### config.mk
export PLATFORM = sky130hd
export DESIGN_NAME = error_counter_bank
export DESIGN_NICKNAME = d
export VERILOG_FILES = /design/src/rtl/error_counter_pkg.sv /design/src/rtl/error_counter_bank_channel.sv /design/src/rtl/error_counter_bank.sv
export SDC_FILE = /design/constraint.sdc
export NUM_CORES = 1
export LEC_CHECK = 0
export ABC_AREA = 1
export CORE_MARGIN = 10
export CORE_UTILIZATION = 60
export CTS_BUF_LIST = sky130_fd_sc_hd__clkbuf_8
export CTS_CLUSTER_SIZE = 40
export DETAILED_ROUTE_END_ITERATION = 10
export HOLD_SLACK_MARGIN = 0.12
export PLACE_DENSITY_LB_ADDON = 0.2
export SYNTH_ARGS = -nofsm -noshare
export SYNTH_HDL_FRONTEND = slang
export SYNTH_SLANG_ARGS = --single-unit
### constraint.sdc
create_clock -name clk -period 7.03 [get_ports clk]
set_clock_uncertainty 0.1 [all_clocks]
set_input_delay 1.0545 -clock clk [delete_from_list [all_inputs] [get_ports clk]]
set_output_delay 1.0545 -clock clk [all_outputs]
set_load 0.01 [all_outputs]
### src/rtl/error_counter_pkg.sv
// Shared types and helpers for the CDU error counter bank.
// Optional drop flag build: ERROR_COUNTER_DROP_FLAG_EN.
package error_counter_pkg;

    typedef enum logic [1:0] {
        ST_IDLE  = 2'd0,
        ST_PULSE = 2'd1,
        ST_HOLD  = 2'd2
    } state_e;

    typedef enum logic {
        DIR_PLUS  = 1'b0,
        DIR_MINUS = 1'b1
    } dir_e;

    // Signed add clamped to the symmetric range -lim..+lim.
    function automatic int sat_add(
        input int a,
        input int b,
        input int lim
    );
        int s;
        s = a + b;
        if (s > lim) return lim;
        if (s < -lim) return -lim;
        return s;
    endfunction

endpackage

### src/rtl/error_counter_bank_channel.sv
// One gimbal-axis error counter: request accumulator, pulse FSM, count.
// Adds o_drop when ERROR_COUNTER_DROP_FLAG_EN is defined.
module error_counter_bank_channel
    import error_counter_pkg::*;
#(
    parameter int WIDTH   = 10,
    parameter int LIMIT   = 384,
    parameter int PEND_W  = 4,
    parameter int HOLDOFF = 4
) (
    input  logic             clk,
    input  logic             rst_n,
    input  logic             i_enable,
    input  logic             i_clear,
    input  logic             i_plus_req,
    input  logic             i_minus_req,
    output logic             o_pgh_p,
    output logic             o_pgh_m,
    output logic [WIDTH-1:0] o_count,
    output logic             o_sat,
    output logic             o_busy
`ifdef ERROR_COUNTER_DROP_FLAG_EN
    ,
    output logic             o_drop
`endif
);

    localparam int PMAX   = (1 << (PEND_W - 1)) - 1;
    localparam int HOLD_N = HOLDOFF - 2;
    localparam int HC_W   = (HOLDOFF > 2) ? $clog2(HOLDOFF) : 1;
    localparam logic [HC_W-1:0] HOLD_LAST =
        HC_W'((HOLD_N > 0) ? HOLD_N - 1 : 0);
    localparam logic signed [WIDTH-1:0] CMAX = WIDTH'(LIMIT);
    localparam logic signed [WIDTH-1:0] CMIN = WIDTH'(-LIMIT);

    state_e                    r_state;
    state_e                    w_state_nxt;
    dir_e                      r_dir;
    dir_e                      w_dir_nxt;
    logic [HC_W-1:0]           r_hold;
    logic [HC_W-1:0]           w_hold_nxt;
    logic signed [PEND_W-1:0]  r_pend;
    logic signed [PEND_W-1:0]  w_pend_nxt;
    logic signed [WIDTH-1:0]   r_count;
    logic signed [WIDTH-1:0]   w_count_nxt;
    logic                      r_sat;
    logic                      w_zero;
    logic                      w_leave;
    int                        w_consumed;
    int                        w_delta;

    // Disabled channels behave exactly like a held clear.
    assign w_zero  = i_clear | ~i_enable;
    assign w_leave = (r_state == ST_PULSE);

    always_ff @(posedge clk or negedge rst_n) begin
        if (!rst_n) begin
            r_state <= ST_IDLE;
            r_dir   <= DIR_PLUS;
            r_hold  <= '0;
        end else begin
            r_state <= w_state_nxt;
            r_dir   <= w_dir_nxt;
            r_hold  <= w_hold_nxt;
        end
    end

    always_comb begin
        w_state_nxt = r_state;
        w_dir_nxt   = r_dir;
        w_hold_nxt  = r_hold;
        o_pgh_p     = 1'b0;
        o_pgh_m     = 1'b0;
        unique case (r_state)
            ST_IDLE: begin
                if (r_pend != '0) begin
                    w_state_nxt = ST_PULSE;
                    w_dir_nxt   = r_pend[PEND_W-1] ? DIR_MINUS : DIR_PLUS;
                end
            end
            ST_PULSE: begin
                o_pgh_p     = (r_dir == DIR_PLUS);
                o_pgh_m     = (r_dir == DIR_MINUS);
                w_hold_nxt  = '0;
                w_state_nxt = (HOLD_N > 0) ? ST_HOLD : ST_IDLE;
            end
            ST_HOLD: begin
                if (r_hold == HOLD_LAST) begin
                    w_state_nxt = ST_IDLE;
                end else begin
                    w_hold_nxt = r_hold + 1'b1;
                end
            end
            default: w_state_nxt = ST_IDLE;
        endcase
        if (w_zero) begin
            w_state_nxt = ST_IDLE;
        end
    end

    always_comb begin
        w_consumed = 0;
        if (w_leave) begin
            w_consumed = (r_dir == DIR_MINUS) ? -1 : 1;
        end
        w_delta     = int'(i_plus_req) - int'(i_minus_req) - w_consumed;
        w_pend_nxt  = PEND_W'(sat_add(int'(r_pend), w_delta, PMAX));
        w_count_nxt = WIDTH'(sat_add(int'(r_count),
                                     (r_dir == DIR_MINUS) ? -1 : 1,
                                     LIMIT));
    end

    always_ff @(posedge clk or negedge rst_n) begin
        if (!rst_n) begin
            r_pend  <= '0;
            r_count <= '0;
            r_sat   <= 1'b0;
        end else if (w_zero) begin
            r_pend  <= '0;
            r_count <= '0;
            r_sat   <= 1'b0;
        end else begin
            r_pend <= w_pend_nxt;
            if (w_leave) begin
                r_count <= w_count_nxt;
                r_sat   <= (w_count_nxt == CMAX) || (w_count_nxt == CMIN);
            end
        end
    end

`ifdef ERROR_COUNTER_DROP_FLAG_EN
    logic r_drop;
    int   w_pend_raw;

    assign w_pend_raw = int'(r_pend) + w_delta;

    always_ff @(posedge clk or negedge rst_n) begin
        if (!rst_n) begin
            r_drop <= 1'b0;
        end else if (w_zero) begin
            r_drop <= 1'b0;
        end else if (w_pend_raw != int'(w_pend_nxt)) begin
            r_drop <= 1'b1;
        end
    end

    assign o_drop = r_drop;
`endif

    assign o_count = r_count;
    assign o_sat   = r_sat;
    assign o_busy  = (r_state != ST_IDLE) || (r_pend != '0);

endmodule

### src/rtl/error_counter_bank.sv
// Multi-channel CDU error counter bank; err_inh feeds the PIHI inhibit.
// Adds per-channel drop output when ERROR_COUNTER_DROP_FLAG_EN is defined.
module error_counter_bank
    import error_counter_pkg::*;
#(
    parameter int NCH     = 3,
    // count must hold +/-LIMIT in WIDTH-1 magnitude bits
    parameter int WIDTH   = 10,
    parameter int LIMIT   = 384,
    parameter int PEND_W  = 4,
    parameter int HOLDOFF = 4
) (
    input  logic                 clk,
    input  logic                 rst_n,
    input  logic [NCH-1:0]       enable,
    input  logic [NCH-1:0]       clear,
    input  logic [NCH-1:0]       plus_req,
    input  logic [NCH-1:0]       minus_req,
    output logic [NCH-1:0]       pgh_p,
    output logic [NCH-1:0]       pgh_m,
    output logic [NCH*WIDTH-1:0] count,
    output logic [NCH-1:0]       sat,
    output logic [NCH-1:0]       busy,
    output logic                 err_inh
`ifdef ERROR_COUNTER_DROP_FLAG_EN
    ,
    output logic [NCH-1:0]       drop
`endif
);

    for (genvar g = 0; g < NCH; g++) begin : g_ch
        error_counter_bank_channel #(
            .WIDTH   (WIDTH),
            .LIMIT   (LIMIT),
            .PEND_W  (PEND_W),
            .HOLDOFF (HOLDOFF)
        ) u_ch (
            .clk         (clk),
            .rst_n       (rst_n),
            .i_enable    (enable[g]),
            .i_clear     (clear[g]),
            .i_plus_req  (plus_req[g]),
            .i_minus_req (minus_req[g]),
            .o_pgh_p     (pgh_p[g]),
            .o_pgh_m     (pgh_m[g]),
            .o_count     (count[g*WIDTH +: WIDTH]),
            .o_sat       (sat[g]),
            .o_busy      (busy[g])
`ifdef ERROR_COUNTER_DROP_FLAG_EN
            ,
            .o_drop      (drop[g])
`endif
        );
    end

    assign err_inh = |sat;

endmodule

After elaboration in Yosys (flattened, before gate mapping)
Index checks and enable logic that the tools add are counted.

operators by class
  add/sub/neg operators = 15
  magnitude comparators = 12
  eq/ne operators = 24
  mux-type cells = 90
  bitwise operators = 9
  reductions and logical operators = 31

operators with widths
  cell                    number
  $mux W32                6
  $mux W10                15
  $add A10 B32 Y32        3
  $add A4 B32 Y32         3
  $gt A32 B10 Y1 const B  3
  $gt A32 B4 Y1 const B   3
  $lt A32 B10 Y1 const B  3
  $lt A32 B4 Y1 const B   3
  $sub A32 B32 Y32        3
  $eq A10 B10 Y1 const B  6
  $mux W4                 12
  $mux W1                 33
  $mux W9                 3
  $mux W2                 12
  $ne A3 B1 Y1 const B    6
  $pmux W2 S3             3
  $reduce_and A2 Y1       9
  $reduce_bool A2 Y1      9
  $eq A2 B1 Y1 const B    6
  $pmux W2 S2             3
  $reduce_bool A4 Y1      3
  $mux W3                 3
  $add A2 B1 Y2 const B   3
  $eq A2 B2 Y1 const B    3
  other kinds (7)         25

storage, ports and cells
  register bits = 60
  bits of input ports = 14
  output and inout bits = 43
  word-level logic and storage cells = 199

Depth between registers and ports, before layout
Gate-level depths: netlist (run 1).

  depth in word-level cells = 11
  mapped depth = 27

By module
Synthesis (run 1) repeated with hierarchy kept, for this count alone.

second synthesis, totals
  cell total of the unflattened synthesis = 1156
  area total of the unflattened synthesis = 8328.0 um^2

modules (own cells, without submodules)
  module                                      times used  cells each  area an instance (um^2)
  error_counter_bank_channel at g_ch[1].u_ch  1           395         2798.9
  error_counter_bank_channel at g_ch[2].u_ch  1           380         2765.2
  error_counter_bank_channel at g_ch[0].u_ch  1           378         2752.6
  error_counter_bank                          1           3           11.3

Worst setup path before layout (run 1)
No wires, ideal clock.

  path kind = register to register
  start point = register g_ch[1].u_ch.r_dir
  end point = register g_ch[1].u_ch.r_pend[0]
  setup time = 113 ps
  data arrival time = 4979 ps
  required time = 6817 ps
  slack = 1838 ps
  stages on the path, launching flop included = 17
  path buffers = 0
  clock period less this slack = 5192 ps
  cells stage by stage = dfrtp_1 inv_1 nor2_1 inv_1 fa_1 ha_1 a21oi_1 a21boi_0 o21ai_0 fa_1 fa_1 nor4_1 nand4_1 o41ai_2 nand3_1 nand2_1 inv_1

between the ends
  longest elaborated chain between the ends = 10

ends and longest elaborated chain
  element                                                RTL line                                          RTL
  start, declared                                        error_counter_bank_channel.sv:38                  dir_e r_dir;
  start signal, assigned                                 error_counter_bank_channel.sv:63                  r_dir <= w_dir_nxt;
  $mux W32 *                                             error_counter_bank_channel.sv:104                 w_consumed = (r_dir == DIR_MINUS) ? -1 : 1;
  $mux W32 *                                             error_counter_bank_channel.sv:103                 if (w_leave) begin
  $sub A32 B32 Y32 *                                     error_counter_bank_channel.sv:106                 w_delta = int'(i_plus_req) - int'(i_minus_req) - w_consumed;
  $add A4 B32 Y32 *                                      error_counter_pkg.sv:23                           s = a + b;
  $gt A32 B4 Y1 / $lt A32 B4 Y1 (equally long branches)  error_counter_pkg.sv:24, error_counter_pkg.sv:25
  $mux W3 / $mux W1 (equally long branches)              error_counter_pkg.sv:24, error_counter_pkg.sv:25
  $mux W4 / $mux W1 (equally long branches)              error_counter_pkg.sv:25                           if (s < -lim) return -lim;
  $mux W4                                                error_counter_pkg.sv:26                           return s;
  $mux W4 *                                              error_counter_pkg.sv:25
  $mux W4 *                                              error_counter_bank_channel.sv:118                 end else if (w_zero) begin
  end signal, assigned                                   error_counter_bank_channel.sv:123                 r_pend <= w_pend_nxt;
  end, declared                                          error_counter_bank_channel.sv:42                  logic signed [PEND_W-1:0] r_pend;

Every way passes the cells marked *; elsewhere a longest branch is shown, timed or not. The select of a mux whose other input is x is not followed.
A chain may end at the register's enable or synchronous reset.

Worst setup path after layout (run 1)
Ends and elaborated chain as after synthesis.

==> results of run 1 <==
[registers in the layout, summed over array words and instances, names as in the netlist]
| register | cells |
|---|---|
| g_ch.u_ch.o_count | 30 |
| g_ch.u_ch.r_pend | 12 |
| g_ch.u_ch.r_hold | 6 |
| g_ch.u_ch.r_state | 6 |
| g_ch.u_ch.o_sat | 3 |
| g_ch.u_ch.r_dir | 3 |
[layout by cell type, fill, tap and decap left out, types with 3 or more instances in the layout]
cell / count
nand3_2: 5
nand4_1: 30
dfrtp_1: 60
xor2_1: 5
nand3b_1: 20
nor3_1: 14
inv_1: 192
a21oi_1: 46
a32o_1: 3
xnor2_1: 5
clkinvlp_4: 3
a21boi_0: 5
fa_1: 82
a21oi_2: 3
nor2_1: 123
nor4_1: 13
nand3_1: 60
nand2_1: 248
ha_1: 51
o22ai_1: 5
clkdlybuf4s50_1: 55
clkbuf_8: 9
nand2_2: 22
o21ai_0: 27
a21o_1: 4
[kinds of logic (layout without fill, tap and decap cells)]
logic type	after synthesis	in the layout
simple gates	548	548
fa+ha+maj	133	133
flops	60	60
xor+xnor	10	10
compound gates	111	111
buf+inv	209	268
[worst min-delay path, stage by stage (launching register included)]
cell and delay, ns:
dfrtp_1 0.36, nand2_1 0.06, nand2_1 0.05
[path summary, 6_finish.rpt]
path / to / cells after the start / startpoint / slack (ns)
max: g_ch[1].u_ch.r_pend[0] / 18 / g_ch[1].u_ch.r_dir / 0.97
min: g_ch[1].u_ch.o_sat / 2 / g_ch[1].u_ch.o_sat / 0.40
max reg2reg: g_ch[1].u_ch.r_pend[0] / 18 / g_ch[1].u_ch.r_dir / 0.97
min reg2reg: g_ch[1].u_ch.o_sat / 2 / g_ch[1].u_ch.o_sat / 0.40
max in group asynchronous: g_ch[1].u_ch.o_sat / 2 / rst_n / 5.58
min in group asynchronous: g_ch[2].u_ch.o_count[5] / 2 / rst_n / 0.73
[final cells by class]
cell class | count | share of cell area
clock buffers | 9 | 0.0142
multi-input cells | 802 | 0.634
well taps | 172 | 0.0247
clock inverters | 7 | 0.00688
inverters | 195 | 0.0839
repair buffers | 57 | 0.0645
flip-flops and latches | 60 | 0.172
[per-stage QoR]
stage               cells  hold slack (ns)
floorplan            1071            0.364
global placement     1286            0.386
detailed placement   1286            0.384
CTS                  1302            0.403
global route         1302            0.445
finish               1302            0.401
[layer usage]
layer / routed length [µm] / global-route usage
met1: 7960 / 0.247
met2: 8520 / 0.347
met3: 612 / 0.0371
met4: 205 / 0.0387
met5: 0 / 0
[where the power goes]
part | leakage, µW | internal, µW | total, µW | switching [µW]
logic | 0.00354 | 784 | 2100 | 1310
registers | 0.000822 | 386 | 460 | 74.0
clock network | 0.0000844 | 133 | 294 | 161
==> results.yml, run 1 <==
outcome:
  status: "complete, no violations"
logic_synthesis:
  synthCells: 1071
  synth_compound_area_frac: 0.0866
  yosysMostFrequentCell: "nand2_1"
  synth-edff-count: 0
  ys_ff_latch: 60
  synthAdderAreaFrac: 0.289
  synthesis.area_mm2: 0.00788
  yosysTopAreaCellShare: 0.208
  synth-async-reset-ratio: 1.00
  yosysSeqAreaShare: 0.191
  synth_commonest_cells: "nand2_1 (248), inv_1 (192), nor2_1 (123)"
  ys_types: 48
  synth_ff_type: "dfrtp_1"
  synth_nets: 1218
  synth.yosys.warnings: 0
  synth_area_leader_cell: "fa_1"
  synthTopCellsByArea: "fa_1 (21%), dfrtp_1 (19%), nand2_1 (12%)"
  synthSimpleGateAreaFrac: 0.315
  synthMuxAreaShare: 0
  synth_top_family_by_area: "simple AND/OR/NAND/NOR gates"
  synth-xor-area-share: 0.0111
  syn_avg_cell_area_um2: 7.35
finish:
  diodes: 0
  fillCellCount: 1107
  layout-drive-gt1-share: 0.0549
  syn2layout_area_growth_pct: 10.8
  multi_input_area_mm2: 0.00553
  final_nets: 1272
  final_cell_area_mm2: 0.00872
  seqCellArea_mm2: 0.00150
  post-route-util: 0.686
critical_path:
  cp_max_fo: 15
  cp-start-kind: "register"
  cp_slowest_stage_delay_ns: 0.90
  path_buf_inv: 3
  crit_chain: "inv_1 -> nor2_1 -> inv_1 -> fa_1 -> ha_1 -> a21oi_1 -> a21boi_0 -> o21ai_0 -> fa_1 -> fa_1 -> nor4_1 -> nand4_1 -> nor4_1 -> nand4_1 -> nand2_1 -> nand3_1 -> nand2_1 -> inv_1"
  arrival_ns: 6.21
  path_class: "reg -> reg"
  path_delay_family: "adder cells"
  worst_setup_path_end_kind: "register"
  critPathSlowestCell: "fa_1"
  required_ns: 7.18
power:
  power_per_cell_area_mw_per_mm2: 327
  p_total_uw: 2850
  ir_worst_vdd_uv: 230
  leakagePower_uw: 0.00445
global_routing:
  antenna_found_initial: 0
  grt_max_degree: 61
  grt_pass1_vias: 6905
  globalRouteTotalUtil: 0.198
  grt_pass1_wl_mm: 30.7
  grt-ovfl-total: 0
placement:
  numPortBuffers: 56
  post-place-ws_ns: 0.850
  dpl.hpwl_mm: 14.4
  gp_congestion: 0.914
  placed_area_mm2: 0.00854
cts:
  root_buffer: "clkbuf_8"
  path_clk_slew_ns: 0.08
  htreeDepth: 3
  cts_resized: 0
  clock_latency_ns: 0.35
  post_cts.repair.setup_buffers: 0
  hold_buffers: 0
  cts_sinks: 60
  cts_tree: "done"
  clock_path_buffers: 2
  cts_buffers: 9
detailed_routing:
  routed_wl_mm: 17.3
  drc_errors: 0
  vias: 6907
  wl_per_cell_um: 13.3
  dr.pass1.iters: 5
  drt_iter0_drc: 422
  via_per_inst: 5.30
  antenna_left: 0
flow_run:
  maxCapViolCount: 0
timing:
  slew_violations: 0
  rsz0062_at_grt: "no"
  finalCriticalPeriod_ns: 6.06
  setup_violations: 0
  maxSlewHeadroom: 0.499
  tightest_slew_ns: 0.751
  max_freq_ghz: 0.165
  fin_crit_sh: 0.862
  hold_violations: 0
  setup_slack_ns: 0.970
  setup_tns_ns: 0
floorplan:
  ioPinCount: 57
  floorplan.die_area_mm2: 0.0181
  die_w_um: 135
  coreArea_mm2: 0.0127
  start_util: 0.619
  rows: 41
  die_y_um: 135
hold_path:
  hold_class: "reg -> reg"
No activity file was read; power rests on OpenSTA's default activity.
==> inputs of run 2 (changes only) <==
--- a/config.mk
+++ b/config.mk
@@ -5,7 +5,7 @@
 export SDC_FILE = /design/constraint.sdc
 export NUM_CORES = 1
 export LEC_CHECK = 0
-export ABC_AREA = 1
+export ABC_AREA = 0
 export CORE_MARGIN = 10
 export CORE_UTILIZATION = 60
 export CTS_BUF_LIST = sky130_fd_sc_hd__clkbuf_8
==> run 2 against run 1 <==
Fmax is 1.6% higher. Count of clock-buffer cells in the layout is 1 higher. Sequential cell count stayed put. Highest routed layer unchanged.
==> results.yml, run 2 <==
power:
  p_seq_frac: 0.177
  p_sw_frac: 0.498
  leakagePower_uw: 0.00367
  p_int_uw: 1370
  clkPwrFrac: 0.113
  p_comb_frac: 0.710
  power_per_cell_area_mw_per_mm2: 326
  ir_worst_vdd_uv: 270
  power.switching_uw: 1350
  p_total_uw: 2720
logic_synthesis:
  synth-edff-count: 0
  synthCells: 847
  synth_area_leader_cell: "fa_1"
  ys_types: 77
  synth_commonest_cells: "inv_1 (87), fa_1 (82), nor2_1 (72)"
  yosysSeqAreaShare: 0.198
  synth.yosys.warnings: 0
  syn_avg_cell_area_um2: 8.94
  synthTopCellsByArea: "fa_1 (22%), dfrtp_1 (20%), ha_1 (8.4%)"
  ys_ff_latch: 60
  synth-async-reset-ratio: 1.00
  synth_ff_type: "dfrtp_1"
  synth_nets: 994
  synthesis.area_mm2: 0.00757
  yosysMostFrequentCell: "inv_1"
  yosysTopAreaCellShare: 0.217
finish:
  layout_commonest_cell: "inv_1"
  diodes: 0
  final_nets: 1028
  multi_input_area_mm2: 0.00556
  layout-drive-gt1-share: 0.0453
  seqCellArea_mm2: 0.00150
  syn2layout_area_growth_pct: 10.2
  largest_reg_flops: 30
  final_cell_mix: "inv_1 (87), fa_1 (82), nor2_1 (72)"
  fillCellCount: 1021
floorplan:
  die_y_um: 132
  ioPinCount: 57
  floorplan.die_area_mm2: 0.0175
  rows: 40
  start_util: 0.623
  coreArea_mm2: 0.0122
  die_w_um: 132
critical_path:
  r2r_slack_ns: 1.07
  reg2reg_from: "g_ch[2].u_ch.r_dir"
  path_class: "reg -> reg"
  arrival_ns: 6.12
  cp-start-kind: "register"
  required_ns: 7.19
  worst_setup_path_end_kind: "register"
  startpoint: "g_ch[2].u_ch.r_dir"
  r2r_cells: 16
  cp_max_fo: 16
  reg2reg_to: "g_ch[2].u_ch.o_count[3]"
  cp-endpoint: "g_ch[2].u_ch.o_count[3]"
cts:
  cts_tree: "done"
  hold_buffers: 0
  cts_sinks: 60
  path_clk_slew_ns: 0.07
  clock_path_buffers: 2
  root_buffer: "clkbuf_8"
  cts_buffers: 9
  cts_resized: 0
  htreeDepth: 3
  post_cts.repair.setup_buffers: 0
  clock_latency_ns: 0.34
global_routing:
  grt_pass1_vias: 6632
  grt_max_degree: 61
  grt_pass1_wl_mm: 31.2
  grt-ovfl-total: 0
  antenna_found_initial: 0
  globalRouteTotalUtil: 0.207
detailed_routing:
  drt_iter0_drc: 535
  wl_per_cell_um: 16.9
  drc_errors: 0
  routed_wl_mm: 17.7
  via_per_inst: 6.09
  dr.pass1.iters: 5
  antenna_left: 0
  vias: 6397
timing:
  maxSlewHeadroom: 0.346
  fin_crit_sh: 0.848
  rsz0062_at_grt: "no"
  setup_tns_ns: 0
  slew_violations: 0
  finalCriticalPeriod_ns: 5.96
  setup_violations: 0
  tightest_slew_ns: 0.968
  max_freq_ghz: 0.168
  hold_violations: 0
  whs_ns: 0.416
placement:
  gp_congestion: 0.878
  numPortBuffers: 56
  dpl.hpwl_mm: 13.9
flow_run:
  maxCapViolCount: 0
hold_path:
  hold_class: "reg -> reg"
  min_delay_path_depth: 2
outcome:
  status: "complete, no violations"
[run 2: changes by cell type in the layout (fill, tap and decap cells not counted), sizes merged, moves of 12 or more]
| cell | change |
|---|---|
| nand2 | -215 |
| inv | -109 |
| nor2 | -53 |
| nand3 | -50 |
| a21o | +27 |
| nand4 | -17 |
| nand2b | +16 |
| nand3b | -15 |
| nor2b | +15 |
| nor3 | +13 |
| a21oi | +12 |
[run 2: cell type report]
type	instances	area share
Clock inverter	3	0.00480
Multi-Input combinational cell	665	0.667
Timing Repair Buffer	57	0.0675
Inverter	88	0.0396
Tap cell	168	0.0252
Clock buffer	10	0.0165
Sequential cell	60	0.180
[run 2: logic make-up after synthesis]
family / synth area share
simple gates: 0.208
mux: 0.00942
xor+xnor: 0.0289
buf+inv: 0.0671
fa+ha+maj: 0.301
compound gates: 0.187
flops: 0.198
[run 2: critical path, cell delays in order (launching register included)]
cell	delay, ns
dfrtp_1	0.84
ha_1	0.49
and2_1	0.25
a311oi_1	0.33
a21oi_1	0.18
o21a_1	0.20
o21a_1	0.16
o21ai_0	0.22
nand2b_1	0.15
a21oi_1	0.30
fa_1	0.51
or4b_2	0.65
nor3_1	0.40
o21a_2	0.25
a21oi_2	0.12
or4b_1	0.55
a21oi_1	0.16
[run 2: how the worst min path moves through the flow]
stage,from,to,slack [ns]
6_report,g_ch[2].u_ch.r_hold[1],g_ch[2].u_ch.r_hold[1],0.42
5_1_grt,g_ch[1].u_ch.o_count[6],g_ch[1].u_ch.o_count[6],0.44
4_1_cts,g_ch[2].u_ch.r_hold[1],g_ch[2].u_ch.r_hold[1],0.42
3_5_place_dp,g_ch[2].u_ch.o_sat,g_ch[2].u_ch.o_sat,0.40
3_3_place_gp,g_ch[2].u_ch.r_hold[1],g_ch[2].u_ch.r_hold[1],0.39
2_1_floorplan,g_ch[2].u_ch.o_sat,g_ch[2].u_ch.o_sat,0.36
[run 2: layer usage]
metal,GRT usage,part of all wire
met1,0.252,0.42
met3,0.0370,0.054
met4,0.0489,0.015
met5,0,0
met2,0.369,0.51
[run 2: power by group through the flow]
stage               sequential (µW)  combinational (µW)  clock, µW
finish                          482                1930        306
global route                    494                2200        322
CTS                             481                1920        306
detailed placement              487                1900          0
global placement                482                1780          0
floorplan                       458                1480          0
[run 2: metrics by stage]
step | setup slack, ns | util | std cells | instance area [µm²]
3_5_place_dp | 1.22 | 0.672 | 1038 | 8170
3_3_place_gp | 1.42 | 0.672 | 1038 | 8170
2_1_floorplan | 1.99 | - | 847 | 7570
4_1_cts | 1.17 | 0.686 | 1051 | 8340
5_1_grt | 0.749 | 0.686 | 1051 | 8340
6_report | 1.07 | 0.686 | 1051 | 8340
==> inputs of run 3 (changes only) <==
--- a/config.mk
+++ b/config.mk
@@ -7,7 +7,7 @@
 export LEC_CHECK = 0
 export ABC_AREA = 0
 export CORE_MARGIN = 10
-export CORE_UTILIZATION = 60
+export CORE_UTILIZATION = 56
 export CTS_BUF_LIST = sky130_fd_sc_hd__clkbuf_8
 export CTS_CLUSTER_SIZE = 40
 export DETAILED_ROUTE_END_ITERATION = 10
==> constraint.sdc (replaced) <==
create_clock -name clk -period 5.25 [get_ports clk]
set_clock_uncertainty 0.1 [all_clocks]
set_input_delay 0.7875 -clock clk [delete_from_list [all_inputs] [get_ports clk]]
set_output_delay 0.7875 -clock clk [all_outputs]
set_load 0.01 [all_outputs]
==> run 3 against run 2 <==
Final area is 3.3% higher. Critical endpoint is now g_ch[1].u_ch.r_pend[2]. Final cell count is 3.4% higher. Global-route usage is 1.3 points lower. Largest cell class unchanged.
==> results.yml, run 3 (synthesis gave the netlist of run 2 again) <==
critical_path:
  crit_cells: 16
  path_buf_inv: 4
  required_ns: 5.38
  startpoint: "minus_req[1]"
  path_class: "in -> reg"
  r2r_cells: 17
  crit_chain: "clkdlybuf4s50_1 -> ha_1 -> inv_1 -> fa_1 -> inv_1 -> fa_1 -> a21o_1 -> a21o_1 -> a21oi_1 -> inv_1 -> fa_1 -> fa_1 -> or4_1 -> nor4_1 -> a31oi_1 -> a21o_1"
  cp-endpoint: "g_ch[1].u_ch.r_pend[2]"
  cp_slowest_stage_delay_ns: 0.53
  crit_top_cell: "fa_1"
  path_delay_family: "adder cells"
  cp_max_fo: 3
  arrival_ns: 5.16
  worst_setup_path_end_kind: "register"
  cp-start-kind: "input port"
  reg2reg_to: "g_ch[1].u_ch.r_pend[2]"
  critPathSlowestCell: "or4_1"
  reg2reg_from: "g_ch[1].u_ch.r_state[1]"
  r2r_slack_ns: 0.29
finish:
  multi_input_area_mm2: 0.00560
  final_cell_mix: "inv_1 (88), fa_1 (82), nor2_1 (72)"
  final_cell_area_mm2: 0.00862
  layout-drive-gt1-share: 0.0834
  final_nets: 1053
  syn2layout_area_growth_pct: 13.8
  fillCellCount: 1134
  largest_reg_flops: 30
  seqCellArea_mm2: 0.00150
  stdcell_count: 1087
  diodes: 0
  layout_commonest_cell: "inv_1"
placement:
  dpl.hpwl_mm: 14.0
  numPortBuffers: 56
  placed_area_mm2: 0.00836
  gp_congestion: 0.935
  dp_cells: 1071
power:
  p_sw_frac: 0.483
  leakagePower_uw: 0.00382
  p_int_uw: 1960
  p_seq_frac: 0.159
  power_per_cell_area_mw_per_mm2: 440
  power.switching_uw: 1830
  clkPwrFrac: 0.119
  p_comb_frac: 0.722
  ir_worst_vdd_uv: 427
cts:
  clock_latency_ns: 0.34
  path_clk_slew_ns: 0.07
  post_cts.repair.setup_buffers: 0
  clock_path_buffers: 2
  hold_buffers: 0
  cts_sinks: 60
  cts_tree: "done"
  htreeDepth: 3
  root_buffer: "clkbuf_8"
  cts_buffers: 9
floorplan:
  ioPinCount: 57
  die_y_um: 136
  coreArea_mm2: 0.0132
  start_util: 0.572
  floorplan.die_area_mm2: 0.0186
  die_w_um: 136
  rows: 42
timing:
  fin_crit_sh: 0.958
  finalCriticalPeriod_ns: 5.03
  hold_violations: 0
  whs_ns: 0.429
  setup_violations: 0
  maxSlewHeadroom: 0.316
  max_freq_ghz: 0.199
  tightest_slew_ns: 1.01
  slew_violations: 0
detailed_routing:
  antenna_left: 0
  drc_errors: 0
  dr.pass1.iters: 5
  drt_iter0_drc: 326
  wl_per_cell_um: 16.1
  via_per_inst: 5.94
  routed_wl_mm: 17.5
  vias: 6456
global_routing:
  antenna_found_initial: 1
  grt_pass1_vias: 6672
  grt_max_degree: 61
  globalRouteTotalUtil: 0.194
  grt_pass1_wl_mm: 30.4
  grt-ovfl-total: 0
outcome:
  status: "complete, no violations"
flow_run:
  maxCapViolCount: 0
hold_path:
  hold_class: "reg -> reg"
## run 3: routing by layer
layer / global-route usage / wire (µm) / share of wire / up-vias
li1: - / - / - / 3094
met1: 0.236 / 7420 / 0.43 / 3159
met2: 0.342 / 8950 / 0.51 / 173
met3: 0.0351 / 850 / 0.049 / 28
met4: 0.0550 / 225 / 0.013 / 2
met5: 0 / 16 / 0.00092 / -
## run 3: cell type report
class,instances,area share
clock inverters,7,0.0106
inverters,88,0.0383
clock buffers,9,0.0144
repair buffers,82,0.0875
flip-flops and latches,60,0.174
multi-input cells,665,0.649
well taps,176,0.0255
## run 3: worst register-to-register path: cells and delay by family, from the launching register on
kind / cells / cell delay, ns
adder cells (fa/ha/maj): 4 / 1.80
AND/OR/NAND/NOR: 4 / 1.22
AO/OA/AOI/OAI: 5 / 0.94
flip-flops: 1 / 0.43
buffers and inverters: 4 / 0.37
## run 3: worst min-delay path by stage
stage / from / to / depth (start not counted)
finish: g_ch[1].u_ch.o_count[6] / g_ch[1].u_ch.o_count[6] / 1
global route: g_ch[1].u_ch.o_count[6] / g_ch[1].u_ch.o_count[6] / 1
CTS: g_ch[1].u_ch.r_hold[1] / g_ch[1].u_ch.r_hold[1] / 2
detailed placement: g_ch[1].u_ch.o_count[6] / g_ch[1].u_ch.o_count[6] / 1
global placement: g_ch[0].u_ch.r_hold[1] / g_ch[0].u_ch.r_hold[1] / 2
floorplan: g_ch[2].u_ch.o_sat / g_ch[2].u_ch.o_sat / 2
## run 3: timing repair
action / 4_1_cts / 5_1_grt
gates resized for setup: 0 / 10
setup endpoints to repair: 0 / 20
endpoints found under the hold margin: 0 / 0
## run 3: through the flow
stage                     total power (µW)  utilization  worst slack (ns)   TNS, ns
after floorplan                       2600            -             0.438         0
after global placement                3160        0.632            0.0727         0
after detailed placement              3310        0.632            -0.105    -0.560
after CTS                             3780        0.648             0.127         0
after global routing                  4180        0.651          -0.00410  -0.00410
final                                 3790        0.651             0.222         0
## run 3: power groups by stage
stage	Clock (µW)	Sequential, µW	Combinational [µW]
3_5_place_dp	0	609	2700
2_1_floorplan	0	614	1990
5_1_grt	484	613	3090
6_report	451	604	2740
3_3_place_gp	0	603	2550
4_1_cts	460	602	2710
